`src/rtl/pc_flow_controller.sv`:
```
// Program counter owner: boot vector load, FW branches, RET/RTI, interrupt entry.
// FW branch 0 extra cycles, RET 1+mem wait, IRQ 2+mem wait. Memory backpressure: mem_req held until mem_valid.
module pc_flow_controller #(
  parameter int               PC_W           = 8,
  parameter logic [PC_W-1:0]  RESET_VEC_ADDR = 8'h00,
  parameter logic [PC_W-1:0]  INT_VEC_ADDR   = 8'h01
) (
  input  logic            clk,
  input  logic            rst_n,
  input  logic            b_take,
  input  logic [1:0]      pc_src,
  input  logic            rti,
  input  logic [PC_W-1:0] target_fw,
  input  logic            hazard_stall,
  input  logic            irq,
  input  logic [PC_W-1:0] mem_rdata,
  input  logic            mem_valid,
  output logic [PC_W-1:0] pc,
  output logic            mem_req,
  output logic [PC_W-1:0] mem_addr,
  output logic            flush_ifid,
  output logic            flush_idex,
  output logic            stall_fetch,
  output logic            int_push,
  output logic            int_ack,
  output logic            busy
);

  typedef enum logic [2:0] {
    BOOT     = 3'd0,
    RUN      = 3'd1,
    RET_WAIT = 3'd2,
    INT_SAVE = 3'd3,
    INT_VEC  = 3'd4
  } state_t;

  localparam logic [1:0] SRC_FW    = 2'b01;
  localparam logic [1:0] SRC_DATAB = 2'b10;

  state_t          state, state_nxt;
  logic [PC_W-1:0] pc_nxt;
  logic            irq_pending, irq_pending_nxt;
  logic            int_en, int_en_nxt;
  logic            ret_is_rti, ret_is_rti_nxt;
  logic            take_fw, take_datab;

  assign take_fw    = b_take && (pc_src == SRC_FW);
  assign take_datab = b_take && (pc_src == SRC_DATAB);

  always_ff @(posedge clk or negedge rst_n) begin
    if (!rst_n) begin
      state       <= BOOT;
      pc          <= '0;
      irq_pending <= 1'b0;
      int_en      <= 1'b1;
      ret_is_rti  <= 1'b0;
    end else begin
      state       <= state_nxt;
      pc          <= pc_nxt;
      irq_pending <= irq_pending_nxt;
      int_en      <= int_en_nxt;
      ret_is_rti  <= ret_is_rti_nxt;
    end
  end

  always_comb begin
    state_nxt       = state;
    pc_nxt          = pc;
    int_en_nxt      = int_en;
    ret_is_rti_nxt  = ret_is_rti;
    irq_pending_nxt = irq_pending | (irq & int_en);
    mem_req         = 1'b0;
    mem_addr        = '0;
    flush_ifid      = 1'b0;
    flush_idex      = 1'b0;
    stall_fetch     = 1'b0;
    int_push        = 1'b0;
    int_ack         = 1'b0;
    busy            = (state != RUN);

    case (state)
      BOOT: begin
        mem_req     = 1'b1;
        mem_addr    = RESET_VEC_ADDR;
        stall_fetch = 1'b1;
        if (mem_valid) begin
          pc_nxt    = mem_rdata;
          state_nxt = RUN;
        end
      end

      RUN: begin
        // Branches win over stalls and pending interrupts; the irq stays latched.
        if (take_fw) begin
          pc_nxt     = target_fw;
          flush_ifid = 1'b1;
          flush_idex = 1'b1;
        end else if (take_datab) begin
          flush_ifid     = 1'b1;
          flush_idex     = 1'b1;
          ret_is_rti_nxt = rti;
          state_nxt      = RET_WAIT;
        end else if (irq_pending && int_en && !hazard_stall) begin
          state_nxt = INT_SAVE;
        end else if (hazard_stall) begin
          stall_fetch = 1'b1;
        end else begin
          pc_nxt = pc + PC_W'(1);
        end
      end

      RET_WAIT: begin
        stall_fetch = 1'b1;
        if (mem_valid) begin
          pc_nxt    = mem_rdata;
          state_nxt = RUN;
          if (ret_is_rti) int_en_nxt = 1'b1;
        end
      end

      INT_SAVE: begin
        int_push    = 1'b1;
        flush_ifid  = 1'b1;
        flush_idex  = 1'b1;
        stall_fetch = 1'b1;
        int_en_nxt  = 1'b0;
        state_nxt   = INT_VEC;
      end

      INT_VEC: begin
        mem_req     = 1'b1;
        mem_addr    = INT_VEC_ADDR;
        stall_fetch = 1'b1;
        if (mem_valid) begin
          pc_nxt          = mem_rdata;
          int_ack         = 1'b1;
          irq_pending_nxt = 1'b0;
          state_nxt       = RUN;
        end
      end

      default: state_nxt = BOOT;
    endcase
  end

endmodule
```
`config.mk`:
```
export PLATFORM = sky130hd
export DESIGN_NAME = pc_flow_controller
export DESIGN_NICKNAME = d
export VERILOG_FILES = /design/src/rtl/pc_flow_controller.sv
export SDC_FILE = /design/constraint.sdc
export NUM_CORES = 1
export LEC_CHECK = 0
export BUFFER_PORTS_ARGS = -buffer_cell sky130_fd_sc_hd__buf_2
export CAP_MARGIN = 20
export CORE_MARGIN = 2
export CORE_UTILIZATION = 45
export DETAILED_ROUTE_END_ITERATION = 10
export PLACE_DENSITY = 0.77
export SYNTH_ARGS = -nofsm -noshare
export SYNTH_HDL_FRONTEND = slang
export SYNTH_SLANG_ARGS = --single-unit
export TNS_END_PERCENT = 100
```
`constraint.sdc`:
```
create_clock -name clk -period 2.8 [get_ports clk]
set_input_delay 0.28 -clock clk [delete_from_list [all_inputs] [get_ports clk]]
set_output_delay 0.28 -clock clk [all_outputs]
set_load 0.01 [all_outputs]
```
* Word level (Yosys, flattened, before mapping)
Cells that the tools add are included.
** Word-level totals
- Bits in registers :: 14
- Input port bits :: 25
- Output and inout bits :: 23
- Logic and storage cells :: 68
** Cells by class
- Mux-type cells :: 29
- Add/sub/neg operators :: 1
- Eq/ne operators :: 15
- Reduce and logical (&&, ||, !) cells :: 15
- Bitwise gates (word level) :: 3
** Operators with widths (count)
- $mux W8 :: 5
- $pmux W8 S2 :: 1
- $mux W1 :: 15
- $mux W3 :: 4
- $ne A3 B3 Y1 const B :: 4
- $pmux W3 S3 :: 1
- $reduce_and A3 Y1 :: 3
- $add A8 B1 Y8 const B :: 1
- $eq A3 B2 Y1 const B :: 2
- $ne A2 B2 Y1 const B :: 3
- $pmux W1 S2 :: 3
- $reduce_and A5 Y1 :: 1
- $logic_and A1 B1 Y1 :: 4
- $reduce_bool A2 Y1 :: 2
- $reduce_or A4 Y1 :: 1
- $eq A3 B1 Y1 const B :: 1
- $eq A3 B3 Y1 const B :: 1
- $logic_not A3 Y1 :: 1
- $ne A3 B1 Y1 const B :: 1
- $reduce_or A3 Y1 :: 1
- $eq A2 B1 Y1 const B :: 1
- $eq A2 B2 Y1 const B :: 1
- $ne A2 B1 Y1 const B :: 1
- $reduce_or A2 Y1 :: 1
- other kinds (4) :: 4

* Depth between registers and ports, before layout
- Depth in word-level cells :: 6
- Depth in mapped cells :: 6

* Worst setup path before layout
OpenSTA, ideal clock, no wires.
- Kind :: register to register
- Start :: register state[1]
- End :: register pc[1]
- Arrival :: 1.404 ns
- Data required time :: 2.675 ns
- Cell stages (with the launch flop) :: 7
- Buffers on the path :: 1
- Setup slack :: 1.271 ns
- Clock period less this slack :: 1.529 ns
- Cell sequence :: dfrtp_1 -> buf_4 -> nor3b_4 -> inv_2 -> nor3_4 -> nor2_4 -> mux2_4
** Between the ends
- Longest elaborated chain between the ends :: 4
** RTL lines
- start, declared :: line 40 : state_t state, state_nxt;
- start signal, assigned :: line 58 : state <= state_nxt;
- $eq A3 B3 Y1 (tied with other cells) :: line 81 : case (state)
- $reduce_or A3 Y1 (no source line)
- $ne A2 B1 Y1 (no source line) or $reduce_bool A2 Y1 (tied branches)
- $reduce_and A5 Y1 (no source line)
- end signal, assigned :: line 59 : pc <= pc_nxt;
- end, declared :: line 18 : output logic [PC_W-1:0] pc,
Parallel ways exist; a longest one is shown, timed or not.
A chain may end at the register's enable or synchronous reset.

* Final worst setup path
- Start :: register state[0]
- End :: register pc[7]
The elaborated chain is that of the path after synthesis.

==> results.json <==
{
  "outcome": "complete, no violations",
  "path_max_fanout": 9,
  "hpwl_microns": 1910,
  "critPathLaunchType": "register",
  "dpl.cell_count": 182,
  "design.portCount": 48,
  "drc": 0,
  "die_w_microns": 52.7,
  "critical_path_class": "register to register",
  "grt_pass1_vias": 872,
  "globalRoute.totalOverflow": 0,
  "swShare_pct": 45.4,
  "syn_to_final_growth_pct": 19.3,
  "p_switching_w": 0.000660,
  "synth_top_area_cell": "dfrtp_1",
  "die_h_microns": 52.7,
  "ir_worst_vdd_v": 0.000583,
  "synthCells": 121,
  "ctsResizeCount": 0,
  "period_share_pct": 61.4,
  "crit_chain": "nor3b_4, inv_2, or3_4, a21oi_1, a31oi_1",
  "core_area_sq_um": 2230,
  "setup_viol": 0,
  "cpMaxStageDelayCell": "dfrtp_1",
  "ant_nets": 0,
  "tritoncts": "done",
  "fin_area_sq_um": 1270,
  "finalClockSkew_ns": 0.00455,
  "synth-seq-cells": 14,
  "wl_met2_microns": 1210,
  "async_flop_share_pct": 100,
  "synth_top_area_share_pct": 30.5,
  "power_density_nw_per_um2": 1140,
  "cts_buffers": 3,
  "synth_warnings": 0,
  "yosysSeqAreaShare_pct": 32.9,
  "slew_violations": 0,
  "rsz0062_at_grt": "no",
  "p_leak_nw": 0.624,
  "intPower_w": 0.000795,
  "m1WireLength_microns": 1130,
  "power_w": 0.00145,
  "place_area_sq_um": 1230,
  "totalWireLength_microns": 2510,
  "top_layer": "met4",
  "grt_usage_pct": 19.2,
  "drive_above_1_share_pct": 37.7,
  "crit_path_end_kind": "register",
  "final_nets": 186,
  "crit_arrival_ns": 1.87,
  "grt_max_degree": 15,
  "gp_congestion": 0.764,
  "synth.avg_cell_area_sq_um": 8.82,
  "hold_viol_final": 0,
  "post_drt_wl_per_cell_microns": 13.4,
  "cts_max_level": 1,
  "comb_power_share_pct": 57.4,
  "clkPwrFrac_pct": 10.1,
  "worstSkewPairLatency_ns": 0.28,
  "cts_buffer_depth": 2,
  "tns_ns": 0,
  "cts_root_buf": "clkbuf_4",
  "vias_per_cell": 5.41,
  "synth_area_sq_um": 1070,
  "start_util_pct": 47.8,
  "num_antenna_cells": 0,
  "clk_pin_slew_worst_paths_ns": 0.08,
  "met3_length_microns": 141,
  "die-area_sq_um": 2780,
  "hold_path_class": "input pin to register",
  "drtIter0Drc": 15,
  "final_cells": 187,
  "synth-edff-count": 0,
  "drv_cap": 0,
  "ys_types": 40,
  "drtPass1Iterations": 4,
  "min_period_ns": 1.72,
  "grt_pass1_wl_microns": 3820,
  "ys.flop_type": "dfrtp_1",
  "max_freq_mhz": 582,
  "crit_required_ns": 2.95,
  "slowest_delay_ns": 0.55,
  "port_buffers": 40,
  "pwr-share-seq_pct": 32.5,
  "grt_antenna_before_repair": 0,
  "rows": 17,
  "cts_sinks": 14,
  "synth.area.top_cells": "dfrtp_1 30%, buf_4 6.3%, o21ai_0 5.2%, mux2_4 4.2%, a31oi_1 4.1%",
  "dr_total_vias": 1012
}
==> critical path, delay by kind of cell (launching register included) <==
family / cells / cell delay [ns]
AO/OA/AOI/OAI: 2 / 0.26
flip-flops: 1 / 0.55
buffers and inverters: 1 / 0.09
AND/OR/NAND/NOR: 2 / 0.69
==> metrics by stage <==
step / hold WS [ns] / util (%) / setup slack (ns)
5_1_grt: 0.233 / 57.0 / 1.01
2_1_floorplan: -0.0156 / - / 1.27
3_5_place_dp: 0.207 / 55.0 / 1.12
4_1_cts: 0.236 / 57.0 / 1.11
3_3_place_gp: 0.200 / 55.0 / 1.17
6_report: 0.235 / 57.0 / 1.08
==> cells in the final DEF (no fill, tap or decap), types with 3 or more instances in the layout <==
master and count:
clkbuf_4 3, conb_1 7, inv_1 5, nor2_1 6, o21ai_0 11, nand3_1 7, a31oi_1 7, a21oi_1 5
a21o_1 3, dfrtp_1 13, nand2_1 11, mux2_4 3, nor3_1 3, or3_1 3, buf_2 40
==> flip-flops by register name (all words and copies together) (netlist names) <==
register and cells:
pc 8, state 3, int_en 1, irq_pending 1, ret_is_rti 1
==> area by class of cell <==
cell class | count | area [sq um]
Fill cell | 195 | 960
Multi-Input combinational cell | 94 | 618
Sequential cell | 14 | 352
Timing Repair Buffer | 41 | 210
Clock buffer | 4 | 36.3
Tap cell | 28 | 35.0
Inverter | 6 | 22.5
==> routing by layer <==
metal | vias up | track usage [%]
li1 | 499 | -
met1 | 473 | 24.2
met2 | 36 | 31.5
met3 | 4 | 3.14
met4 | 0 | 9.40
met5 | - | 0
==> logic make-up after synthesis <==
kind of cell / after synthesis / share of synthesized area (%)
buffers and inverters: 19 / 11.3
AND/OR/NAND/NOR: 43 / 23.6
other: 1 / 0.351
multiplexers: 5 / 6.21
AO/OA/AOI/OAI: 36 / 22.9
flip-flops: 14 / 32.9
adder cells (fa/ha/maj): 1 / 1.17
XOR/XNOR: 2 / 1.64
==> synthesized netlist by cell type, types with 2 or more instances <==
cell type / number
nand4_1: 2
a31oi_1: 7
nor3_1: 3
o21ai_0: 11
nand3b_1: 2
or3_1: 3
buf_4: 9
nand3_1: 7
a21o_1: 3
buf_6: 2
and2_1: 2
a31o_2: 2
xor2_1: 2
inv_1: 5
a21oi_1: 5
mux2_4: 3
nor2_1: 6
clkbuf_1: 2
o22a_2: 2
dfrtp_1: 13
nand2_1: 11
==> final timing paths <==
kind,start,to,slack (ns),depth (start not counted)
worst min-delay path,rti,ret_is_rti$_DFFE_PN0P_,0.24,2
worst max register to register,state[0]$_DFFE_PN0P_,pc[7]$_DFFE_PN0P_,1.08,5
worst min register to register,ret_is_rti$_DFFE_PN0P_,ret_is_rti$_DFFE_PN0P_,0.56,1
worst max-delay path,state[0]$_DFFE_PN0P_,pc[7]$_DFFE_PN0P_,1.08,5
max in group asynchronous,rst_n,int_en$_DFFE_PN1P_,2.08,2
min in group asynchronous,rst_n,pc[1]$_DFFE_PN0P_,0.42,2
==> power groups by stage <==
stage          logic, W  clock network [W]  registers, W
3_3_place_gp   0.000815                  0      0.000464
5_1_grt        0.000924           0.000157      0.000487
3_5_place_dp   0.000834                  0      0.000470
2_1_floorplan  0.000681                  0      0.000423
6_report       0.000835           0.000147      0.000473
4_1_cts        0.000839           0.000148      0.000465
==> what timing repair did <==
action,in CTS,in global routing
setup buffers,0,0
hold endpoints to repair,13,0
hold buffers,1,0
Power figures use the tool's default switching activity.
